File: config.mk
export PLATFORM = sky130hd
export DESIGN_NAME = alu_shift_stage
export DESIGN_NICKNAME = d
export VERILOG_FILES = /design/src/rtl/alu_shift_pkg.sv /design/src/rtl/barrel_shift_core.sv /design/src/rtl/alu_shift_stage.sv
export SDC_FILE = /design/constraint.sdc
export NUM_CORES = 1
export LEC_CHECK = 0
export CORE_MARGIN = 2
export CORE_UTILIZATION = 50
export CTS_CLUSTER_DIAMETER = 120
export DETAILED_ROUTE_END_ITERATION = 8
export GPL_TIMING_DRIVEN = 0
export PLACE_DENSITY = 0.76
export REMOVE_ABC_BUFFERS = 1
export SLEW_MARGIN = 10
export SYNTH_ARGS = -nofsm -noshare
export SYNTH_HDL_FRONTEND = slang
export SYNTH_SLANG_ARGS = --single-unit
File: constraint.sdc
create_clock -name clk -period 2.9 [get_ports clk]
set_input_delay 0.58 -clock clk [delete_from_list [all_inputs] [get_ports clk]]
set_output_delay 0.58 -clock clk [all_outputs]
set_load 0.005 [all_outputs]
File: src/rtl/alu_shift_pkg.sv
// alu_shift_pkg
//   Shared definitions for the SimpleALU shift datapath. The decode stage, the
//   ALU top and the shift stage all use these definitions.
//
//   shift_op_e   : 2-bit shift opcode (SLL, SRL, SRA, ROR)
//   buf_state_e  : occupancy of the shift stage's 2-entry output buffer
//   DEFAULT_WIDTH: default datapath width
package alu_shift_pkg;

    localparam int DEFAULT_WIDTH = 32;

    typedef enum logic [1:0] {
        OP_SLL = 2'b00,
        OP_SRL = 2'b01,
        OP_SRA = 2'b10,
        OP_ROR = 2'b11
    } shift_op_e;

    typedef enum logic [1:0] {
        BUF_EMPTY = 2'd0,
        BUF_ONE   = 2'd1,
        BUF_FULL  = 2'd2
    } buf_state_e;

endpackage

File: src/rtl/barrel_shift_core.sv
// barrel_shift_core
//   Purely combinational log2-stage barrel shifter. There is one stage per
//   shift-amount bit, and each stage shifts by a power of two.
//
//   Configuration macro: SHIFT_ROR_EN
//     defined   : OP_ROR rotates right by shamt_i.
//     undefined : OP_ROR passes a_i through unchanged. No rotate logic is built.
//
//   Ports
//     a_i      in   WIDTH    operand
//     shamt_i  in   SHAMT_W  unsigned shift amount (0..WIDTH-1)
//     op_i     in   2        shift_op_e opcode
//     y_o      out  WIDTH    shift result
module barrel_shift_core
    import alu_shift_pkg::*;
#(
    parameter  int WIDTH   = DEFAULT_WIDTH,
    localparam int SHAMT_W = $clog2(WIDTH)
) (
    input  logic [WIDTH-1:0]   a_i,
    input  logic [SHAMT_W-1:0] shamt_i,
    input  shift_op_e          op_i,
    output logic [WIDTH-1:0]   y_o
);

    function automatic logic [WIDTH-1:0] bitReverse(input logic [WIDTH-1:0] v);
        logic [WIDTH-1:0] r;
        for (int k = 0; k < WIDTH; k++) begin
            r[k] = v[WIDTH-1-k];
        end
        return r;
    endfunction

    logic [WIDTH-1:0] work;

    // A left shift reuses the right-shift network. The operand is mirrored
    // before the stages and mirrored back after them. The stages therefore
    // only need to know how to fill the top bits: zero, sign, or wrapped.
    always_comb begin
        work = (op_i == OP_SLL) ? bitReverse(a_i) : a_i;
        for (int i = 0; i < SHAMT_W; i++) begin
            if (shamt_i[i]) begin
                case (op_i)
                    OP_SRA:  work = $signed(work) >>> (1 << i);
`ifdef SHIFT_ROR_EN
                    OP_ROR:  work = (work >> (1 << i)) | (work << (WIDTH - (1 << i)));
`endif
                    default: work = work >> (1 << i);
                endcase
            end
        end
        y_o = (op_i == OP_SLL) ? bitReverse(work) : work;
`ifndef SHIFT_ROR_EN
        if (op_i == OP_ROR) begin
            y_o = a_i;
        end
`endif
    end

endmodule

File: src/rtl/alu_shift_stage.sv
// alu_shift_stage
//   Registered, flow-controlled shift stage of the SimpleALU datapath.
//   An op is accepted when in_valid is high and in_ready is high. Its result is
//   computed in the same cycle and registered, so it appears on the next cycle.
//   Results are held in a 2-entry buffer (main + skid). This sustains one op
//   per cycle and keeps results under backpressure without dropping any.
//
//   Configuration macro: SHIFT_ROR_EN (handled inside barrel_shift_core).
//
//   Ports
//     clk        in   1        rising-edge clock
//     reset      in   1        asynchronous active-high reset
//     in_valid   in   1        upstream op valid
//     in_ready   out  1        stage can accept an op (registered)
//     in_a       in   WIDTH    operand
//     in_shamt   in   SHAMT_W  shift amount
//     in_op      in   2        00 SLL, 01 SRL, 10 SRA, 11 ROR/pass-through
//     out_valid  out  1        result valid
//     out_ready  in   1        downstream accepts result
//     out_y      out  WIDTH    shift result
module alu_shift_stage
    import alu_shift_pkg::*;
#(
    parameter  int WIDTH   = DEFAULT_WIDTH,
    localparam int SHAMT_W = $clog2(WIDTH)
) (
    input  logic               clk,
    input  logic               reset,
    input  logic               in_valid,
    output logic               in_ready,
    input  logic [WIDTH-1:0]   in_a,
    input  logic [SHAMT_W-1:0] in_shamt,
    input  logic [1:0]         in_op,
    output logic               out_valid,
    input  logic               out_ready,
    output logic [WIDTH-1:0]   out_y
);

    buf_state_e       state_q, state_d;
    logic [WIDTH-1:0] main_q, main_d;
    logic [WIDTH-1:0] skid_q, skid_d;
    logic             inReady_q;
    logic [WIDTH-1:0] shiftResult;
    logic             accept;
    logic             pop;

    barrel_shift_core #(
        .WIDTH (WIDTH)
    ) u_core (
        .a_i     (in_a),
        .shamt_i (in_shamt),
        .op_i    (shift_op_e'(in_op)),
        .y_o     (shiftResult)
    );

    // in_ready is registered from the next occupancy. This keeps out_ready
    // from reaching in_ready through any combinational path.
    always_ff @(posedge clk or posedge reset) begin
        if (reset) begin
            state_q   <= BUF_EMPTY;
            main_q    <= '0;
            skid_q    <= '0;
            inReady_q <= 1'b1;
        end else begin
            state_q   <= state_d;
            main_q    <= main_d;
            skid_q    <= skid_d;
            inReady_q <= (state_d != BUF_FULL);
        end
    end

    // The main register always holds the oldest result. The skid register only
    // fills when a new op arrives while main is stalled. A result is loaded
    // only on accept, so undriven inputs never reach out_y.
    always_comb begin
        state_d = state_q;
        main_d  = main_q;
        skid_d  = skid_q;
        accept  = in_valid && inReady_q;
        pop     = (state_q != BUF_EMPTY) && out_ready;
        case (state_q)
            BUF_EMPTY: begin
                if (accept) begin
                    main_d  = shiftResult;
                    state_d = BUF_ONE;
                end
            end
            BUF_ONE: begin
                if (accept && pop) begin
                    main_d = shiftResult;
                end else if (accept) begin
                    skid_d  = shiftResult;
                    state_d = BUF_FULL;
                end else if (pop) begin
                    state_d = BUF_EMPTY;
                end
            end
            default: begin
                if (pop) begin
                    main_d  = skid_q;
                    state_d = BUF_ONE;
                end
            end
        endcase
    end

    always_comb begin
        out_valid = (state_q != BUF_EMPTY);
        out_y     = main_q;
        in_ready  = inReady_q;
    end

endmodule

==> results of run 1 <==
==> final cells by class <==
| type | count | share of cell area (%) |
|---|---|---|
| Clock buffer | 9 | 2.51 |
| Clock inverter | 7 | 1.12 |
| Inverter | 18 | 1.12 |
| Multi-Input combinational cell | 630 | 57.8 |
| Sequential cell | 67 | 18.7 |
| Tap cell | 176 | 2.46 |
| Timing Repair Buffer | 132 | 16.2 |
| Timing Repair inverter | 1 | 0.0837 |
==> per-stage QoR <==
stage	hold slack [ns]	util, %	setup TNS (ns)	worst slack, ns
6_report	0.468	68.0	-0.744	-0.126
5_1_grt	0.500	68.0	-1.66	-0.147
3_5_place_dp	0.455	56.5	-110.80	-2.23
2_1_floorplan	0.438	-	-3.06	-0.373
3_3_place_gp	0.452	56.0	-224.09	-3.66
4_1_cts	0.468	65.1	-0.447	-0.0851
==> worst paths after layout <==
check	start	end	cells past startpoint
setup reg to reg	state_q[1]	out_y[1]	4
hold / removal	skid_q[2]	skid_q[2]	2
setup / recovery	in_op[0]	out_y[1]	10
hold reg to reg	skid_q[2]	skid_q[2]	2
min in group asynchronous	reset	state_q[0]	2
max in group asynchronous	reset	state_q[1]	2
==> synth_stat cells (7+ instances only) <==
master,instances
o211ai_1,13
o21ai_1,7
mux2i_1,43
o31ai_1,7
nor2_1,53
o22ai_1,7
a211oi_1,14
inv_1,13
buf_1,9
a21oi_1,58
a221o_1,11
and3_1,27
clkbuf_1,46
o21ai_0,63
buf_2,13
nor3_1,17
nand4_1,7
a221oi_1,13
mux2_2,24
mux4_2,39
nand2_1,92
dfrtp_1,66
nand3_1,13
==> flip-flops by register name (all words and copies together) (netlist names) <==
| register | cells |
|---|---|
| in_ready | 1 |
| out_y | 32 |
| skid_q | 32 |
| state_q | 2 |
==> cell families after synthesis <==
logic type             synth area share [%]
AOI/OAI and AO/OA                      28.3
and+or+nand+nor                        16.8
muxes                                  24.2
buffers and inverters                  5.76
DFF                                    24.9
==> metal layers <==
| layer | share of wire, % | GRT usage (%) | up-vias | routed length [µm] |
|---|---|---|---|---|
| li1 | - | - | 3226 | - |
| met3 | 12 | 10.0 | 147 | 3500 |
| met5 | 0 | 0 | - | 0 |
| met2 | 44 | 58.3 | 584 | 12700 |
| met1 | 37 | 53.1 | 3682 | 10900 |
| met4 | 7.1 | 24.7 | 0 | 2070 |
==> worst max-delay path, cell delays in order <==
cell	delay (ns)
buf_16	0.11
buf_12	0.13
nor2_4	0.21
mux4_2	0.65
mux4_2	0.54
a221oi_4	0.36
mux2i_4	0.14
a21oi_2	0.15
a211oi_2	0.08
a221o_1	0.31
==> power by group <==
group / switching [mW] / leakage [nW] / internal, mW
clock: 0.432 / 0.160 / 0.759
sequential: 0.254 / 0.827 / 1.37
combinational: 1.19 / 2.65 / 1.17
total: 1.87 / 3.64 / 3.31
==> what timing repair did <==
item	in CTS	in global routing
setup buffers	37	7
gates cloned	11	1
gates resized for setup	122	79
pin swaps	17	19
endpoints found under the setup margin	65	56
==> Flow_metrics.wiki, run 1 <==
{| class="wikitable"
! Metric !! Value
|-
| Most common cell after layout, fill and taps aside || nand2_1
|-
| Total DRC errors in the routed layout || 0
|-
| Post-route fraction of the period consumed by the critical path || 104%
|-
| Number of placed instances, taps included || around 970
|-
| Area Growth Syn to Fin || 33.2%
|-
| Proportion of synthesized chip area in sequential cells || roughly 25%
|-
| Hold/Removal Path Class || reg2reg
|-
| Sequential standard cell area || between 1500 and 2000 µm²
|-
| Horizontal die dimension || around 120 µm
|-
| Final setup margin || -0.126 ns
|-
| Total placed instance area || 7450 µm²
|-
| Max transition margin || a little over two fifths
|-
| Final design area excluding fillers || between 8000 and 9000 µm²
|-
| Clk sink count || between 60 and 70
|-
| Count of unique library cells instantiated by Yosys || 73
|-
| Fraction of final layout cells sized beyond drive strength 1 || about 29%
|-
| Worst Max-Slew Pin Slew || between 0.8 and 0.9 ns
|-
| # nets final || 902
|-
| CTS Root Cell || clkbuf_16
|-
| Crit path capture type || flip-flop
|-
| Yosys Warn Count || 0
|-
| Power density relative to cell area || 578 nW/µm²
|-
| Synthesis-stage register bit count || 67
|-
| Pin count of the biggest net entering global routing || 68
|-
| Hold_buf cts || 0
|-
| Clock slew at reported path FFs || around 0.060 ns
|-
| Worst Path Class, Setup || in2reg
|-
| Total number of H-tree levels || 3
|-
| Core Footprint || between 10000 and 15000 µm²
|-
| Post-Syn Area || about 6700 µm²
|-
| Library cell with the largest summed area after synthesis || dfrtp_1
|-
| Data required time at the worst endpoint || around 3.1 ns
|-
| Antenna cells || 0
|-
| Instance count of the mapped netlist || 785
|-
| Number of DRC violations after detailed-routing iteration 0 || around 1000
|-
| Final estimated routing congestion in global placement || around 1.0
|-
| Non-filler cells in the finished layout || between 1000 and 1500
|-
| Arrival time at the worst endpoint || ~3.3 ns
|-
| Time the worst path needs with I/O delays and setup || 3.03 ns
|-
| Via count normalized by instance count || 7.35
|-
| Number of buffers on the longest clock path || 2
|-
| Final Hold Violating Endpoints || 0
|-
| Number of maximum-capacitance violations || 0
|-
| Leakage power summed over all cells || 3.64 nW
|-
| Number of placed I/O pins || 77
|-
| Slew Viols, Final || 0
|-
| Share of the synthesized area in the top cell type || ~25%
|-
| First-pass GRT wire length || roughly 43000 µm
|-
| Final setup violating endpoints || 15
|-
| Worst clock skew || 0.00738 ns
|-
| Antenna-violating nets left || 0
|-
| Largest vdd supply drop || between 300 and 400 µV
|-
| EDFF count, synth || 0
|-
| Vias in the first global route || 7220
|-
| Total Routed Length || slightly below 30000 µm
|-
| Initial antenna violation count || 0
|-
| Violations in the final reports || setup timing
|-
| Number of fillers in the final layout || 1076
|-
| Fraction of registers with async set/reset || between 90% and 100%
|-
| Y dimension of the die || ~120 µm
|-
| Main flop type after synthesis || dfrtp_1
|-
| Die outline area || 14400 µm²
|-
| Total routing resource utilization after global routing || around two fifths
|-
| Upper clock frequency limit || between 0.3 and 0.4 GHz
|-
| Number of clock buffers inserted by TritonCTS || 9
|-
| Initial standard-cell utilization of the core || 51.0%
|-
| Run status || finished with violations
|-
| Worst setup SP type || input pin
|-
| Port-buffer cells || 76
|-
| Count of vias placed by the detailed router || ~7600
|-
| CTS tree || yes
|-
| First-pass detailed-route iteration total || 6
|-
| Half-perimeter wire length of the detailed placement result || roughly 19000 µm
|-
| Total design power || 5.18 mW
|-
| Internal reg-to-reg setup slack || between 0.2 and 0.3 ns
|-
| Global route overflow || 0
|-
| Num rows || 42
|-
| Worst-skew pair later-pin latency || ~0.34 ns
|-
| Unrepaired setup endpoints after global routing || yes
|-
| Leading post-synthesis cells by cell area || dfrtp_1, mux4_2, mux2i_1
|-
| Multi-input gate area in the final layout || around 5200 µm²
|-
| Commonest cells after routing, fill and taps aside || nand2_1, dfrtp_1, o21ai_0
|-
| Crit Path Max Fanout || 6
|-
| Routed wire length per instance || 28.1 µm
|-
| Post-Syn Area per Cell || approximately 8.6 µm²
|}
Note: power is estimated with default switching activity, not from simulation.
==> inputs of run 2 (changes only) <==
ABC_CLOCK_PERIOD_IN_PS = 2900   (was unset)
==> results of run 2 <==
No change in the layout: final DEF, timing and power equal those of run 1.
